[config.mk]
export PLATFORM = sky130hd
export DESIGN_NAME = scene_ctrl
export DESIGN_NICKNAME = d
export VERILOG_FILES = /design/src/rtl/scene_pkg.sv /design/src/rtl/btn_edge.sv /design/src/rtl/scene_ctrl.sv
export SDC_FILE = /design/constraint.sdc
export NUM_CORES = 1
export LEC_CHECK = 0
export BUFFER_PORTS_ARGS = -buffer_cell sky130_fd_sc_hd__buf_2
export CAP_MARGIN = 20
export CORE_AREA = 2 2 74 90
export CTS_CLUSTER_SIZE = 40
export DETAILED_ROUTE_END_ITERATION = 12
export DIE_AREA = 0 0 76 92
export GPL_TIMING_DRIVEN = 0
export PLACE_DENSITY = 0.84
export SLEW_MARGIN = 20
export SYNTH_ARGS = -nofsm -noshare
export SYNTH_HDL_FRONTEND = slang
export SYNTH_SLANG_ARGS = --single-unit
[constraint.sdc]
create_clock -name clk -period 2.7 [get_ports clk]
set_input_delay 0.54 -clock clk [delete_from_list [all_inputs] [get_ports clk]]
set_output_delay 0.54 -clock clk [all_outputs]
set_load 0.01 [all_outputs]
[src/rtl/scene_pkg.sv]
// -----------------------------------------------------------------------------
// scene_pkg
// Shared definitions for the VGA scene sequencer:
//   - scene_e      : scene state encodings (also the value driven on scene_o)
//   - *_DEFAULT    : default parameter values for scene_ctrl
//   - BTN_*        : bit positions of each button in the packed button vector
// -----------------------------------------------------------------------------
package scene_pkg;

  typedef enum logic [1:0] {
    SC_MENU    = 2'd0,
    SC_SETTING = 2'd1,
    SC_GAME    = 2'd2,
    SC_OVER    = 2'd3
  } scene_e;

  localparam int DIFF_MAX_DEFAULT  = 3;
  localparam int OVER_HOLD_DEFAULT = 200_000_000;
  localparam int ROW0_DEFAULT      = 40;
  localparam int ROW_H_DEFAULT     = 16;

  localparam int NUM_BTN   = 4;
  localparam int BTN_START = 0;
  localparam int BTN_UP    = 1;
  localparam int BTN_DOWN  = 2;
  localparam int BTN_BACK  = 3;

endpackage : scene_pkg

[src/rtl/btn_edge.sv]
// -----------------------------------------------------------------------------
// btn_edge
// Rising-edge detector for W debounced button levels. A button held high
// produces exactly one event, on the first cycle it is seen high.
// Ports:
//   clk      in   system clock
//   rst      in   synchronous, active-high reset (clears previous levels)
//   level_i  in   W debounced button levels
//   event_o  out  W one-cycle events (level & ~previous level)
// -----------------------------------------------------------------------------
module btn_edge #(
  parameter int W = 4
) (
  input  logic         clk,
  input  logic         rst,
  input  logic [W-1:0] level_i,
  output logic [W-1:0] event_o
);

  logic [W-1:0] prev_q;

  // NOTE: sequential state uses non-blocking (<=) so every register samples
  // the pre-edge value of its inputs, independent of statement order.
  always_ff @(posedge clk) begin
    if (rst) prev_q <= '0;
    else     prev_q <= level_i;
  end

  assign event_o = level_i & ~prev_q;

endmodule : btn_edge

[src/rtl/scene_ctrl.sv]
// -----------------------------------------------------------------------------
// scene_ctrl
// Top-level scene sequencer for the VGA path: MENU/SETTING/GAME/OVER FSM,
// button edge events, user configuration (cnt_mode, difficulty) and a
// registered mux selecting the active scene's pixel word.
//
// Optional build macro: CURSOR_HILITE_EN
//   defined   : in MENU/SETTING the option band under the cursor is shown
//               inverted (lines ROW0+cursor*ROW_H .. +ROW_H-1)
//   undefined : plain mux; ram_addr_y_i, ROW0 and ROW_H have no effect
//
// Ports:
//   clk, rst          clock, synchronous active-high reset
//   btn_*_i           debounced button levels (start, up, down, back)
//   game_over_i       level from the game core
//   ram_addr_y_i      current display line
//   *_data_i          pixel words from menu/setting/game/over memories
//   pixel_data_o      selected pixel word, one cycle after its source
//   scene_o           current scene (scene_e encoding)
//   cursor_o          option index in MENU/SETTING
//   game_en_o         high while in GAME
//   game_rst_o        one-cycle pulse on the first GAME cycle
//   cnt_mode_o        configuration bit
//   difficulty_o      configuration value 0..DIFF_MAX
// -----------------------------------------------------------------------------
module scene_ctrl
  import scene_pkg::*;
#(
  parameter int DIFF_MAX  = DIFF_MAX_DEFAULT,
  parameter int OVER_HOLD = OVER_HOLD_DEFAULT,
  parameter int ROW0      = ROW0_DEFAULT,
  parameter int ROW_H     = ROW_H_DEFAULT
) (
  input  logic        clk,
  input  logic        rst,
  input  logic        btn_start_i,
  input  logic        btn_up_i,
  input  logic        btn_down_i,
  input  logic        btn_back_i,
  input  logic        game_over_i,
  input  logic [7:0]  ram_addr_y_i,
  input  logic [15:0] menu_data_i,
  input  logic [15:0] setting_data_i,
  input  logic [15:0] game_data_i,
  input  logic [15:0] over_data_i,
  output logic [15:0] pixel_data_o,
  output logic [1:0]  scene_o,
  output logic        cursor_o,
  output logic        game_en_o,
  output logic        game_rst_o,
  output logic        cnt_mode_o,
  output logic [1:0]  difficulty_o
);

  localparam int            CW        = (OVER_HOLD > 2) ? $clog2(OVER_HOLD) : 1;
  localparam logic [CW-1:0] HOLD_LAST = CW'(OVER_HOLD - 1);
  localparam logic [1:0]    DIFF_LAST = 2'(DIFF_MAX);

  // ---------------------------------------------------------------------------
  // Button events
  // ---------------------------------------------------------------------------
  logic [NUM_BTN-1:0] btn_level;
  logic [NUM_BTN-1:0] btn_ev;

  assign btn_level[BTN_START] = btn_start_i;
  assign btn_level[BTN_UP]    = btn_up_i;
  assign btn_level[BTN_DOWN]  = btn_down_i;
  assign btn_level[BTN_BACK]  = btn_back_i;

  btn_edge #(.W(NUM_BTN)) u_btn_edge (
    .clk     (clk),
    .rst     (rst),
    .level_i (btn_level),
    .event_o (btn_ev)
  );

  logic ev_start, ev_back, ev_move;
  assign ev_start = btn_ev[BTN_START];
  assign ev_back  = btn_ev[BTN_BACK];
  // Two options only, so up and down both just toggle the cursor.
  assign ev_move  = btn_ev[BTN_UP] | btn_ev[BTN_DOWN];

  // ---------------------------------------------------------------------------
  // Scene FSM, configuration and OVER hold counter
  // ---------------------------------------------------------------------------
  scene_e        scene_q;
  logic          cursor_q;
  logic          game_en_q;
  logic          game_rst_q;
  logic          cnt_mode_q;
  logic [1:0]    difficulty_q;
  logic [CW-1:0] over_cnt_q;

  always_ff @(posedge clk) begin
    if (rst) begin
      scene_q      <= SC_MENU;
      cursor_q     <= 1'b0;
      game_en_q    <= 1'b0;
      game_rst_q   <= 1'b0;
      cnt_mode_q   <= 1'b0;
      difficulty_q <= 2'd0;
      over_cnt_q   <= '0;
    end else begin
      game_rst_q <= 1'b0;
      // Each if/else chain below encodes game_over > back > start > move:
      // the first matching event is the only action taken this cycle.
      unique case (scene_q)
        SC_MENU: begin
          if (ev_start) begin
            cursor_q <= 1'b0;
            if (!cursor_q) begin
              scene_q    <= SC_GAME;
              game_en_q  <= 1'b1;
              game_rst_q <= 1'b1;
            end else begin
              scene_q <= SC_SETTING;
            end
          end else if (ev_move) begin
            cursor_q <= ~cursor_q;
          end
        end

        SC_SETTING: begin
          if (ev_back) begin
            scene_q  <= SC_MENU;
            cursor_q <= 1'b0;
          end else if (ev_start) begin
            if (!cursor_q)                    cnt_mode_q   <= ~cnt_mode_q;
            else if (difficulty_q == DIFF_LAST) difficulty_q <= 2'd0;
            else                              difficulty_q <= difficulty_q + 2'd1;
          end else if (ev_move) begin
            cursor_q <= ~cursor_q;
          end
        end

        SC_GAME: begin
          if (game_over_i) begin
            scene_q    <= SC_OVER;
            game_en_q  <= 1'b0;
            cursor_q   <= 1'b0;
            over_cnt_q <= '0;
          end else if (ev_back) begin
            scene_q   <= SC_MENU;
            game_en_q <= 1'b0;
            cursor_q  <= 1'b0;
          end
        end

        SC_OVER: begin
          if (ev_start || over_cnt_q == HOLD_LAST) begin
            scene_q    <= SC_MENU;
            cursor_q   <= 1'b0;
            over_cnt_q <= '0;
          end else begin
            over_cnt_q <= over_cnt_q + 1'b1;
          end
        end

        default: scene_q <= SC_MENU;
      endcase
    end
  end

  // ---------------------------------------------------------------------------
  // Pixel source mux (registered)
  // ---------------------------------------------------------------------------
  logic [15:0] pixel_sel;
  logic [15:0] pixel_d;
  logic [15:0] pixel_q;

`ifdef CURSOR_HILITE_EN
  logic [15:0] band_lo;
  logic [15:0] band_hi;
  logic        in_band;

  assign band_lo = 16'(ROW0) + (cursor_q ? 16'(ROW_H) : 16'd0);
  assign band_hi = band_lo + 16'(ROW_H);
  assign in_band = ({8'h00, ram_addr_y_i} >= band_lo) &&
                   ({8'h00, ram_addr_y_i} <  band_hi);
`else
  // Highlight disabled: fold the otherwise idle inputs into a dead sink.
  logic [15:0] unused_hilite;
  assign unused_hilite = {8'h00, ram_addr_y_i} ^ 16'(ROW0) ^ 16'(ROW_H);
`endif

  always_comb begin
    // NOTE: every variable assigned in always_comb gets a default first, so
    // no path leaves it unassigned and no latch is inferred.
    pixel_sel = menu_data_i;
    unique case (scene_q)
      SC_MENU:    pixel_sel = menu_data_i;
      SC_SETTING: pixel_sel = setting_data_i;
      SC_GAME:    pixel_sel = game_data_i;
      SC_OVER:    pixel_sel = over_data_i;
      default:    pixel_sel = menu_data_i;
    endcase
    pixel_d = pixel_sel;
`ifdef CURSOR_HILITE_EN
    if ((scene_q == SC_MENU || scene_q == SC_SETTING) && in_band)
      pixel_d = ~pixel_sel;
`endif
  end

  always_ff @(posedge clk) begin
    if (rst) pixel_q <= 16'h0000;
    else     pixel_q <= pixel_d;
  end

  // ---------------------------------------------------------------------------
  // Outputs
  // ---------------------------------------------------------------------------
  assign pixel_data_o = pixel_q;
  assign scene_o      = scene_q;
  assign cursor_o     = cursor_q;
  assign game_en_o    = game_en_q;
  assign game_rst_o   = game_rst_q;
  assign cnt_mode_o   = cnt_mode_q;
  assign difficulty_o = difficulty_q;

endmodule : scene_ctrl

==> flow_summary.yaml <==
timing:
  period_needed_ns: 2.26
  finalSetupViolCount: 0
  slew_headroom_pct: 65.9
  worst_pin_slew_ns: 0.506
  finalCritPeriodShare_pct: 83.6
  fmax_mhz: 443
  timing.hold.ws_ns: 0.444
  hold_viol: 0
  rsz0062_at_grt: "false"
  fin_skew_ns: 0.0136
  drv_slew: 0
  fin_setup_tns_ns: 0
global_routing:
  grt.overflow.total: 0
  antenna_found_initial: 0
  grt_max_degree: 19
  grt.total_usage_pct: 17.6
  grt_pass1_wl_um: 10100
  grt_pass1_vias: 2373
routing:
  drtIter0Drc: 163
  vias: 2426
  drc: 0
  dr.pass1.iters: 4
  routed_via_density: 5.23
  drt_wl_total_um: 6300
  ant_nets: 0
  wire_per_inst_um: 13.6
worst_setup_path:
  reg2reg_to: "over_cnt_q[12]"
  path_max_fanout: 10
  endpoint_kind: "register"
  start_kind: "register"
  cp.arrival_ns: 2.47
  reg2reg_depth: 7
  r2r-start: "over_cnt_q[0]"
  cp.required_ns: 2.91
  rrSetupSlack_ns: 0.44
  path_class: "register to register"
logic_synthesis:
  synthArstFlopShare_pct: 0
  yosys.area.top_type: "dfxtp_1"
  synth.top_cells.by_area: "dfxtp_1 41%, mux4_2 13%, xnor2_1 7.4%"
  yosysWarnings: 0
  netlist_instances: 277
  yosysUniqueCellTypes: 41
  synth_edf_count: 0
  syn-cell-area_sq_um: 2710
  synth_ff_type: "dfxtp_1"
  syn_nets: 358
  seq_area_frac_synth_pct: 41.4
  synth.top_cell.area_share_pct: 41.4
  post_synth.cell_area_avg_sq_um: 9.77
  ys_ff_latch: 56
power:
  power.density_nw_per_um2: 489
  pwr-share-comb_pct: 18.3
  total_power_mw: 1.65
  internal_power_mw: 1.21
  leakagePower_nw: 1.34
  ir_worst_vdd_mv: 0.332
  swShare_pct: 26.5
  clkPwrFrac_pct: 28.3
  switchingPower_mw: 0.437
  seqPwrFrac_pct: 53.4
cells_and_area:
  antenna_cells: 0
  final_common_cell: "buf_2"
  fin_area_sq_um: 3370
  syn2layout_area_growth_pct: 24.7
  utilization_pct: 54.4
  finalNetCount: 459
  layout-drive-gt1-share_pct: 33.8
  final_cell_mix: "96 x buf_2, 56 x dfxtp_1, 42 x nor2_1"
floorplan:
  core-area_sq_um: 6210
  io_pins: 103
  num_rows: 32
  die_h_um: 92
  chipWidth_um: 76
  initial_utilization_pct: 43.6
  die_area_sq_um: 6990
clock_tree:
  insertion_delay_ns: 0.32
  cts_inserted_buffers: 5
  cts_tree: "built"
  cts_hold_buf: 0
  cts_resized: 0
  cts_sinks: 56
  clkTransAtPathRegs_ns: 0.11
  cts_buffer_depth: 2
  cts_root_buf: "clkbuf_8"
  postCtsSetupRepairBufs: 0
  h-tree-depth: 2
placed_design:
  dp_hpwl_um: 5050
  place_congestion: 0.827
  placed_area_sq_um: 3280
  io_buffers: 94
min_path:
  hold_start: "btn_up_i"
  whs_endpoint: "u_btn_edge.prev_q[1]"
  hold_path_class: "input port to register"
  hold_depth: 3
outcome:
  outcome: "completed"
flow_run:
  cap_violations: 0
## cell type report
| type | count | area (sq um) |
|---|---|---|
| inverter | 9 | 33.8 |
| timing repair buffer | 94 | 470 |
| multi-input combinational | 199 | 1480 |
| fill | 554 | 2830 |
| buffer | 13 | 70.1 |
| clock buffer | 5 | 68.8 |
| tap | 85 | 106 |
| sequential | 56 | 1120 |
| clock inverter | 3 | 22.5 |
## worst max-delay path: stages (launching register included)
cell,delay [ns]
dfxtp_1,0.41
ha_1,0.22
nor4b_1,0.29
nand4_1,0.15
or4_4,0.55
o21ai_4,0.28
buf_6,0.19
nor2_1,0.05
## per-stage QoR
step,instances,worst slack (ns)
after CTS,464,0.454
after global routing,464,0.316
after global placement,456,0.497
after floorplan,277,0.777
after detailed placement,456,0.492
final,464,0.443
## cells in the mapped netlist (5+ instances only)
| library cell | n |
|---|---|
| nor3_1 | 5 |
| nand3_1 | 9 |
| clkbuf_1 | 6 |
| nor2b_1 | 20 |
| nand2_1 | 11 |
| inv_1 | 9 |
| nor4_1 | 15 |
| mux4_2 | 16 |
| nand4_1 | 9 |
| a21oi_1 | 7 |
| nor2_1 | 42 |
| dfxtp_1 | 56 |
| xnor2_1 | 23 |
## state kept, by name, summed over array words and instances (netlist names)
name	flops
cnt_mode_o	1
cursor_o	1
difficulty_o	2
game_en_o	1
game_rst_o	1
over_cnt_q	28
pixel_data_o	16
scene_o	2
u_btn_edge.prev_q	4
## power groups by stage
stage / Sequential (mW) / Combinational [mW] / Clock (mW)
floorplan: 0.915 / 0.167 / 0
global placement: 0.897 / 0.295 / 0
detailed placement: 0.898 / 0.303 / 0
CTS: 0.880 / 0.304 / 0.475
global route: 0.885 / 0.328 / 0.502
finish: 0.880 / 0.302 / 0.467
## kinds of logic (layout without fill, tap and decap cells)
logic type | Yosys count | count (layout) | share of synthesized area [%]
AOI/OAI and AO/OA | 21 | 21 | 5.22
xor gates and xnor gates | 26 | 26 | 8.41
adders and majority gates | 2 | 2 | 0.924
buffers and inverters | 22 | 124 | 3.84
DFF | 56 | 56 | 41.4
muxes | 18 | 18 | 14.1
and+or+nand+nor | 132 | 132 | 26.1
## worst max-delay path by stage
stage                                 to  slack, ns  cells after the start           from
after floorplan           over_cnt_q[27]       0.78                      7  over_cnt_q[0]
after global placement    over_cnt_q[11]       0.50                      7  over_cnt_q[0]
after detailed placement   over_cnt_q[5]       0.49                      7  over_cnt_q[0]
after CTS                 over_cnt_q[12]       0.45                      7  over_cnt_q[0]
after global routing      over_cnt_q[22]       0.32                      7  over_cnt_q[0]
final                     over_cnt_q[12]       0.44                      7  over_cnt_q[0]
## routing by layer
metal	global-route usage, %	wire (um)
met1	19.6	2440
met2	32.9	3430
met3	4.33	363
met4	5.76	59
met5	0	0
(Power assumes the default switching activity.)
